--- src/rtl/serial_adder_if.sv ---
// ---------------------------------------------------------------------------
// serial_adder_if
//   Handshake and data bundle for the bit-serial adder.
//
//   start_in   requester -> adder   start an operation (honoured in IDLE only)
//   a_in       requester -> adder   operand A, WIDTH bits
//   b_in       requester -> adder   operand B, WIDTH bits
//   busy_out   adder -> requester   operation in progress (RUN or DONE)
//   done_out   adder -> requester   one-cycle pulse, result valid
//   sum_out    adder -> requester   result bits [WIDTH-1:0]
//   carry_out  adder -> requester   result bit WIDTH
//
//   master: the requester side; slave: the adder side.
// ---------------------------------------------------------------------------
interface serial_adder_if #(
  parameter int WIDTH = 8
);
  logic             start_in;
  logic [WIDTH-1:0] a_in;
  logic [WIDTH-1:0] b_in;
  logic             busy_out;
  logic             done_out;
  logic [WIDTH-1:0] sum_out;
  logic             carry_out;

  modport master (
    output start_in,
    output a_in,
    output b_in,
    input  busy_out,
    input  done_out,
    input  sum_out,
    input  carry_out
  );

  modport slave (
    input  start_in,
    input  a_in,
    input  b_in,
    output busy_out,
    output done_out,
    output sum_out,
    output carry_out
  );
endinterface

--- src/rtl/serial_adder.sv ---
// ---------------------------------------------------------------------------
// half_adder
//   Single-bit half adder.
//   a_in, b_in   addend bits
//   sum_out      a_in ^ b_in
//   carry_out    a_in & b_in
//
// serial_adder
//   Bit-serial unsigned adder: {carry_out, sum_out} = a + b, one bit per
//   clock, LSB first. Two cascaded half adders plus an OR form the full
//   adder for the current bit; a registered carry links successive bits.
//
//   clk_in   clock, rising edge
//   rst_in   synchronous active-high reset
//   bus      serial_adder_if.slave (start/operands in, busy/done/result out)
//
//   Timeline for a start accepted at edge E0: RUN in cycles 1..WIDTH,
//   DONE (done_out pulse) in cycle WIDTH+1, back in IDLE from WIDTH+2.
// ---------------------------------------------------------------------------
module half_adder (
  input  logic a_in,
  input  logic b_in,
  output logic sum_out,
  output logic carry_out
);
  assign sum_out   = a_in ^ b_in;
  assign carry_out = a_in & b_in;
endmodule

module serial_adder #(
  parameter int WIDTH = 8
) (
  input  logic         clk_in,
  input  logic         rst_in,
  serial_adder_if.slave bus
);
  // Counter needs at least one bit so WIDTH=1 still elaborates cleanly.
  localparam int            CW       = (WIDTH > 1) ? $clog2(WIDTH) : 1;
  localparam logic [CW-1:0] LAST_BIT = CW'(WIDTH - 1);

  typedef enum logic [1:0] {
    IDLE = 2'd0,
    RUN  = 2'd1,
    DONE = 2'd2
  } state_t;

  state_t           state_reg;
  state_t           state_next;
  logic [WIDTH-1:0] a_reg;
  logic [WIDTH-1:0] b_reg;
  logic [WIDTH-1:0] res_reg;
  logic [WIDTH-1:0] res_next;
  logic             carry_reg;
  logic [CW-1:0]    cnt_reg;
  logic             busy;
  logic             done;

  logic h1_sum;
  logic h1_carry;
  logic h2_sum;
  logic h2_carry;

  // Full adder for the current bit: operands always sit at bit 0 because
  // the operand registers shift right once per RUN cycle.
  half_adder u_h1 (
    .a_in      (a_reg[0]),
    .b_in      (b_reg[0]),
    .sum_out   (h1_sum),
    .carry_out (h1_carry)
  );

  half_adder u_h2 (
    .a_in      (h1_sum),
    .b_in      (carry_reg),
    .sum_out   (h2_sum),
    .carry_out (h2_carry)
  );

  // Result enters at the MSB and shifts right, so after WIDTH shifts the
  // first (LSB) result bit lands at position 0.
  for (genvar gi = 0; gi < WIDTH; gi++) begin : g_res
    if (gi == WIDTH - 1) begin : g_msb
      assign res_next[gi] = h2_sum;
    end else begin : g_shift
      assign res_next[gi] = res_reg[gi+1];
    end
  end

  // State register
  always_ff @(posedge clk_in) begin
    if (rst_in) begin
      state_reg <= IDLE;
    end else begin
      state_reg <= state_next;
    end
  end

  // Next-state logic
  always_comb begin
    state_next = state_reg;
    case (state_reg)
      IDLE:    if (bus.start_in) state_next = RUN;
      RUN:     if (cnt_reg == LAST_BIT) state_next = DONE;
      DONE:    state_next = IDLE;
      default: state_next = IDLE;
    endcase
  end

  // Output decode: purely from the state register, so busy/done have no
  // combinational path from any input.
  always_comb begin
    busy = 1'b0;
    done = 1'b0;
    case (state_reg)
      RUN:  busy = 1'b1;
      DONE: begin
        busy = 1'b1;
        done = 1'b1;
      end
      default: ;
    endcase
  end

  // Datapath: operands, result, carry and bit counter
  always_ff @(posedge clk_in) begin
    if (rst_in) begin
      a_reg     <= '0;
      b_reg     <= '0;
      res_reg   <= '0;
      carry_reg <= 1'b0;
      cnt_reg   <= '0;
    end else begin
      case (state_reg)
        IDLE: begin
          if (bus.start_in) begin
            a_reg     <= bus.a_in;
            b_reg     <= bus.b_in;
            res_reg   <= '0;
            carry_reg <= 1'b0;
            cnt_reg   <= '0;
          end
        end
        RUN: begin
          a_reg     <= a_reg >> 1;
          b_reg     <= b_reg >> 1;
          res_reg   <= res_next;
          carry_reg <= h1_carry | h2_carry;
          cnt_reg   <= cnt_reg + 1'b1;
        end
        default: ;
      endcase
    end
  end

  assign bus.busy_out  = busy;
  assign bus.done_out  = done;
  assign bus.sum_out   = res_reg;
  assign bus.carry_out = carry_reg;
endmodule

--- src/flat_wrapper.sv ---
// flat-port wrapper written by rule: the top's interface ports become plain ports
module serial_adder_flat 
#(
  parameter int WIDTH = 8
)
  (clk_in, rst_in, bus_start_in, bus_a_in, bus_b_in, bus_busy_out, bus_done_out, bus_sum_out, bus_carry_out);
  serial_adder_if #(.WIDTH(WIDTH)) bus_i ();
  input  logic clk_in;
  input  logic rst_in;
  input wire logic [$bits(bus_i.start_in)-1:0] bus_start_in;
  input wire logic [$bits(bus_i.a_in)-1:0] bus_a_in;
  input wire logic [$bits(bus_i.b_in)-1:0] bus_b_in;
  output wire logic [$bits(bus_i.busy_out)-1:0] bus_busy_out;
  output wire logic [$bits(bus_i.done_out)-1:0] bus_done_out;
  output wire logic [$bits(bus_i.sum_out)-1:0] bus_sum_out;
  output wire logic [$bits(bus_i.carry_out)-1:0] bus_carry_out;
  assign bus_i.start_in = bus_start_in;
  assign bus_i.a_in = bus_a_in;
  assign bus_i.b_in = bus_b_in;
  assign bus_busy_out = bus_i.busy_out;
  assign bus_done_out = bus_i.done_out;
  assign bus_sum_out = bus_i.sum_out;
  assign bus_carry_out = bus_i.carry_out;
  serial_adder #(.WIDTH(WIDTH)) u_core (.clk_in(clk_in), .rst_in(rst_in), .bus(bus_i));
endmodule
--- config.mk ---
export PLATFORM = sky130hd
export DESIGN_NAME = serial_adder_flat
export DESIGN_NICKNAME = d
export VERILOG_FILES = /design/src/rtl/serial_adder_if.sv /design/src/rtl/serial_adder.sv /design/src/flat_wrapper.sv
export SDC_FILE = /design/constraint.sdc
export NUM_CORES = 1
export LEC_CHECK = 0
export CAP_MARGIN = 20
export CORE_AREA = 2 2 60 62
export DETAILED_ROUTE_END_ITERATION = 7
export DIE_AREA = 0 0 62 64
export GPL_TIMING_DRIVEN = 0
export PLACE_DENSITY = 0.75
export SLEW_MARGIN = 5
export SYNTH_ARGS = -nofsm -noshare
export SYNTH_HDL_FRONTEND = slang
export SYNTH_HIERARCHICAL = 1
export SYNTH_SLANG_ARGS = --single-unit
export TNS_END_PERCENT = 50
--- constraint.sdc ---
create_clock -name clk_in -period 1.65 [get_ports clk_in]
set_clock_uncertainty 0.15 [all_clocks]
set_input_delay 0.33 -clock clk_in [delete_from_list [all_inputs] [get_ports clk_in]]
set_output_delay 0.33 -clock clk_in [all_outputs]
set_load 0.02 [all_outputs]
==> metrics.cfg, run 1 <==
[finish]
finalInstanceArea_sq_um = 1900
syn_to_final_growth_pct = 30.8
fin_nets = 198
antenna_cells = 0
final_layout_size_suffix_gt1_share_pct = 30.2

[cts]
clock_sinks = 30
clk_pin_slew_ns = 0.10
clock-root-buffer = clkbuf_4
clk_latency_ns = 0.33
numCtsBuffers = 5
tritoncts = built
cts.htree.levels = 2
clock_path_buffers = 2

[routing]
drt_iter0_markers = 36
ant_nets = 0
routed_wl_microns = 2990
vias_per_cell = 5.20
first_pass_iters = 4
wire_per_inst_microns = 13.7
num_vias = 1134
route.detailed.drc = 0

[die]
die_width_microns = 62
rows = 21
start_util_pct = 44.2
ioPinCount = 30
core_area_sq_um = 3280
dieArea_sq_um = 3970
die-height_microns = 64

[synth]
synth_top_family_by_area = compound AO/OA/AOI/OAI gates
synth_area_per_cell_sq_um = 10.8
yosysWarnings = 6
ys_ff_latch = 30
synth_area_leader_cell = dfxtp_1
synth_fp_nets = 162
synth-xor-area-share_pct = 0
synth-seq-area-share_pct = 41.4
synth_mux_area_share_pct = 11.6
yosys.area_share.adder_pct = 6.90
synth_compound_area_share_pct = 21.7
synthSimpleGateAreaFrac_pct = 11.7
ys_top_cells_by_area = dfxtp_1 (41%), a211oi_2 (12%), mux2i_1 (9.7%)
syn_inst = 135
syn-cell-area_sq_um = 1450
synth_top_area_share_pct = 41.4
yosysUniqueCellTypes = 23

[pwr]
netSwitchingPower_mw = 0.613
vdd_drop_max_uv = 454
leakage_nw = 0.739
comb_power_share_pct = 31.6
p_per_area_nw_per_um2 = 1000
netSwitchingFraction_pct = 32.2
seq_power_share_pct = 44.2
p_int_mw = 1.29
report.power.total_mw = 1.91
p_clk_share_pct = 24.1

[timing]
rsz0062_at_grt = yes
fmax_mhz = 627
slew_headroom_pct = 53.7
period_share_pct = 96.7
hold_viol_final = 0
finalMaxSlewViolations = 0
setup_viol = 0
tightest_slew_ns = 0.695
fin_crit_ns = 1.59

[setup_path]
startpoint_type = register
required_ns = 1.17
crit_arrival_ns = 1.11
cp_max_fo = 4
crit_path_end_kind = output port
crit_type = register to output port

[placed_design]
dpl_cell_area_sq_um = 1790
gp_congestion = 0.798
port_buffers = 28
dpl.hpwl_microns = 2120

[global_routing]
grt-busiest-layer = met2
grt-ovfl-total = 0
gr-usage-met2_pct = 25.7
grt.total_usage_pct = 16.6
grt_use_met1_pct = 20.3
antenna_found_initial = 0
grtUsageMet3_pct = 5.67
grt_pass1_vias = 1124
grt_start_max_net_pins = 11
grt_first_pass_wirelength_microns = 4880

[run]
drv_cap = 0

[run_status]
status = complete, no violations

[min_path]
hp-class = primary input to register

==> cell type report <==
| class | instances | area (sq um) |
|---|---|---|
| buffer | 11 | 88.8 |
| sequential | 30 | 603 |
| timing repair buffer | 29 | 269 |
| clock buffer | 6 | 51.3 |
| tap | 46 | 57.6 |
| clock inverter | 2 | 12.5 |
| multi-input combinational | 91 | 805 |
| inverter | 3 | 11.3 |
| fill | 300 | 1390 |
==> per-layer routing <==
layer / part of all wire, % / up-vias
met4: 1.8 / 0
li1: - / 566
met2: 47 / 27
met5: 0 / -
met3: 5.1 / 6
met1: 46 / 535
==> critical path: stages, from the launching register on <==
cell	delay [ns]
dfxtp_2	0.33
inv_2	0.11
ha_4	0.21
buf_4	0.15
==> path summary, 6_finish.rpt <==
| path | startpoint | endpoint | slack, ns | cells after the start |
|---|---|---|---|---|
| worst max-delay path | u_core/state_reg[1]$_SDFFE_PP0P_ | bus_busy_out | 0.06 | 3 |
| worst min register to register | u_core/b_reg[7]$_SDFFE_PP0P_ | u_core/b_reg[7]$_SDFFE_PP0P_ | 0.32 | 2 |
| worst min-delay path | rst_in | u_core/bus.sum_out[1]$_SDFFE_PP0P_ | 0.23 | 2 |
| worst max register to register | u_core/state_reg[0]$_SDFFE_PP0P_ | u_core/a_reg[0]$_SDFFE_PP0P_ | 0.07 | 6 |
==> layout by cell type, fill, tap and decap left out, drive strengths merged <==
cell | netlist | final
a21oi | 6 | 6
clkinvlp | 0 | 1
nand3 | 1 | 1
o211ai | 1 | 1
dlygate4sd2 | 0 | 9
clkdlybuf4s50 | 0 | 17
clkbuf | 3 | 9
a32oi | 10 | 10
nor2 | 24 | 24
mux2i | 15 | 15
ha | 8 | 8
a211oi | 15 | 15
a21o | 1 | 1
buf | 8 | 11
mux2 | 1 | 1
clkinv | 0 | 1
nand2 | 4 | 4
nand3b | 3 | 3
nand2b | 2 | 2
dfxtp | 30 | 30
inv | 3 | 3
==> through the flow <==
| stage | worst slack, ns | util, % | TNS [ns] | hold WS [ns] | std cells |
|---|---|---|---|---|---|
| after floorplan | 0.0767 | - | 0 | 0.282 | 135 |
| after global placement | -0.135 | 54.5 | -2.20 | 0.294 | 209 |
| after detailed placement | -0.163 | 54.5 | -2.58 | 0.305 | 209 |
| after CTS | 0.0175 | 57.2 | 0 | 0.205 | 218 |
| after global routing | -0.0119 | 57.8 | -0.0119 | 0.201 | 218 |
| final | 0.0552 | 57.8 | 0 | 0.226 | 218 |
==> Yosys cell counts <==
| library cell | number |
|---|---|
| ha_1 | 8 |
| a211oi_1 | 1 |
| mux2_4 | 1 |
| dfxtp_1 | 30 |
| o211ai_1 | 1 |
| nand2b_1 | 2 |
| buf_6 | 3 |
| mux2i_2 | 1 |
| clkbuf_1 | 3 |
| nand3b_1 | 3 |
| buf_4 | 2 |
| a21oi_1 | 6 |
| a21o_1 | 1 |
| nor2_2 | 10 |
| a211oi_2 | 14 |
| inv_1 | 3 |
| nand2_1 | 4 |
| buf_2 | 2 |
| a32oi_1 | 10 |
| mux2i_1 | 14 |
| buf_8 | 1 |
| nand3_1 | 1 |
| nor2_1 | 14 |
==> timing repair <==
item / in CTS / in global routing
gates cloned: 0 / 0
resized for setup: 26 / 4
setup endpoints to repair: 35 / 3
hold endpoints to repair: 0 / 0
hold buffers: 0 / 0
buffers inserted: 1 / 0
==> cell families after synthesis <==
group           Yosys count
simple gates             34
mux                      16
flops                    30
compound gates           33
buf+inv                  14
fa+ha+maj                 8
==> power groups by stage <==
| stage | combinational [mW] | clock (mW) | sequential (mW) |
|---|---|---|---|
| after floorplan | 0.425 | 0 | 0.851 |
| after global placement | 0.542 | 0 | 0.855 |
| after detailed placement | 0.559 | 0 | 0.858 |
| after CTS | 0.589 | 0.481 | 0.841 |
| after global routing | 0.651 | 0.507 | 0.852 |
| final | 0.603 | 0.460 | 0.842 |
No activity file was read; power rests on OpenSTA's default activity.
==> inputs of run 2 (changes only) <==
--- a/config.mk
+++ b/config.mk
@@ -6,11 +6,14 @@
 export NUM_CORES = 1
 export LEC_CHECK = 0
 export CAP_MARGIN = 20
-export CORE_AREA = 2 2 60 62
+export CELL_PAD_IN_SITES_DETAIL_PLACEMENT = 0
+export CELL_PAD_IN_SITES_GLOBAL_PLACEMENT = 1
+export CORE_AREA = 2 2 62 64
 export DETAILED_ROUTE_END_ITERATION = 7
-export DIE_AREA = 0 0 62 64
+export DIE_AREA = 0 0 64 66
+export DONT_BUFFER_PORTS = 1
 export GPL_TIMING_DRIVEN = 0
-export PLACE_DENSITY = 0.75
+export PLACE_DENSITY = 0.72
 export SLEW_MARGIN = 5
 export SYNTH_ARGS = -nofsm -noshare
 export SYNTH_HDL_FRONTEND = slang
==> run 2 against run 1 <==
Net effect:
- count of clock-buffer cells in the layout rose by 1
- via count fell by 10%
- utilization fell by 13 points
==> metrics.cfg, run 2 (synthesis results as in run 1) <==
[die]
die-height_microns = 66  ; +3.1%
start_util_pct = 40.9  ; -3.3 points
core_area_sq_um = 3550  ; +8.1%
ioPinCount = 30  ; unchanged
rows = 22  ; +4.8%
dieArea_sq_um = 4220  ; +6.5%
die_width_microns = 64  ; +3.2%

[timing]
fin_ws_ns = 0.0824  ; +0.0272 ns
hold_viol_final = 0  ; unchanged
slew_headroom_pct = 55.9  ; +2.2 points
setup_viol = 0  ; unchanged
finalMaxSlewViolations = 0  ; unchanged
period_share_pct = 95.0  ; -1.7 points
fmax_mhz = 638  ; +1.7%
fin_crit_ns = 1.57  ; -0.0272 ns
tightest_slew_ns = 0.662  ; -0.0327 ns
rsz0062_at_grt = no
fin_hold_ws_ns = 0.0224  ; -0.204 ns

[finish]
layout_commonest_cell = dfxtp_1
final_layout_size_suffix_gt1_share_pct = 32.4  ; +2.2 points
final_core_util_pct = 45.2  ; -13 points
antenna_cells = 0  ; unchanged
nFillCells = 341  ; +14%
syn_to_final_growth_pct = 10.6
mostFrequentLayoutCells = dfxtp_1 (29), mux2i_1 (14), a211oi_2 (14)
fin_nets = 169  ; -15%
layout.cells.non_filler = 190  ; -13%

[global_routing]
grt_start_max_net_pins = 11  ; unchanged
grt.total_usage_pct = 15.0  ; -1.5 points
antenna_found_initial = 0  ; unchanged
grt-ovfl-total = 0  ; unchanged
grt_first_pass_wirelength_microns = 4830  ; -0.98%
grt_pass1_vias = 1063  ; -5.4%

[cts]
cts.htree.levels = 2  ; unchanged
numCtsBuffers = 5  ; unchanged
holdBufCountCts = 0  ; unchanged
clock_sinks = 30  ; unchanged
clk_latency_ns = 0.31  ; -0.02 ns
clock-root-buffer = clkbuf_4
clk_pin_slew_ns = 0.09  ; about the same
clock_path_buffers = 2  ; unchanged
tritoncts = built

[setup_path]
r2r_cells = 6  ; unchanged
required_ns = 1.68  ; +0.51 ns
cp_max_fo = 10  ; +6
startpoint_type = register
crit_arrival_ns = 1.60  ; +0.49 ns
crit_type = register to register
crit_path_end_kind = register

[run]
drv_cap = 0  ; unchanged

[placed_design]
dpl.hpwl_microns = 2080  ; -1.7%
pre_cts_ws_ns = -0.0897  ; +0.0732 ns
gp_congestion = 0.741  ; -7.1%
post-place-cells = 183  ; -12%
port_buffers = 0  ; -100%

[routing]
first_pass_iters = 2  ; -2
drt_iter0_markers = 25  ; -31%
route.detailed.drc = 0  ; unchanged
routed_wl_microns = 2920  ; -2.5%
vias_per_cell = 5.35  ; +2.9%
wire_per_inst_microns = 15.4  ; +12%
num_vias = 1017  ; -10%
ant_nets = 0  ; unchanged

[min_path]
hold_depth = 2  ; unchanged
hp-class = primary input to register

[pwr]
vdd_drop_max_uv = 421  ; -7.4%
leakage_nw = 0.573  ; -23%
p_per_area_nw_per_um2 = 1110  ; +10%
report.power.total_mw = 1.78  ; -6.6%

[run_status]
status = complete, no violations

==> run 2: power by group <==
| part | total [mW] | internal [mW] | switching (mW) |
|---|---|---|---|
| registers | 0.851 | 0.798 | 0.0532 |
| clock network | 0.394 | 0.161 | 0.233 |
| logic | 0.536 | 0.245 | 0.291 |
| total | 1.78 | 1.20 | 0.577 |
==> run 2: cell type report <==
cell class	instances	area, sq um	share of cell area, %
buffer	11	91.3	5.69
tap	48	60.1	3.74
clock buffer	7	45.0	2.81
multi-input combinational	91	793	49.4
sequential	30	604	37.6
inverter	3	11.3	0.701
==> run 2: stage by stage <==
| step | area [sq um] | TNS, ns |
|---|---|---|
| 2_1_floorplan | 1450 | 0 |
| 3_3_place_gp | 1510 | -0.110 |
| 3_5_place_dp | 1510 | -0.994 |
| 4_1_cts | 1590 | 0 |
| 5_1_grt | 1610 | 0 |
| 6_report | 1610 | 0 |
==> run 2: critical path, stage by stage, from the launching register on <==
cell      delay [ns]
dfxtp_1         0.33
inv_2           0.11
ha_4            0.18
mux2_4          0.32
buf_6           0.15
nor2_1          0.12
a211oi_2        0.06
==> run 2: final timing paths <==
path / end / slack [ns] / start
setup / recovery: u_core/a_reg[5]$_SDFFE_PP0P_ / 0.08 / u_core/state_reg[1]$_SDFFE_PP0P_
setup reg to reg: u_core/a_reg[5]$_SDFFE_PP0P_ / 0.08 / u_core/state_reg[1]$_SDFFE_PP0P_
hold / removal: u_core/b_reg[7]$_SDFFE_PP0P_ / 0.02 / bus_b_in[7]
hold reg to reg: u_core/a_reg[7]$_SDFFE_PP0P_ / 0.32 / u_core/a_reg[7]$_SDFFE_PP0P_
==> run 2: layer usage <==
metal / vias to the layer above / GRT usage (%) / wire length (microns)
li1: 503 / - / -
met1: 489 / 16.3 / 1260
met2: 20 / 25.5 / 1450
met3: 5 / 5.79 / 164
met4: 0 / 7.34 / 43
met5: - / 0 / 0
==> run 2: repair_timing <==
action | CTS | global route
setup buffers | 0 | 0
endpoints found under the setup margin | 26 | 17
pin swaps | 0 | 0
gates resized for setup | 7 | 7
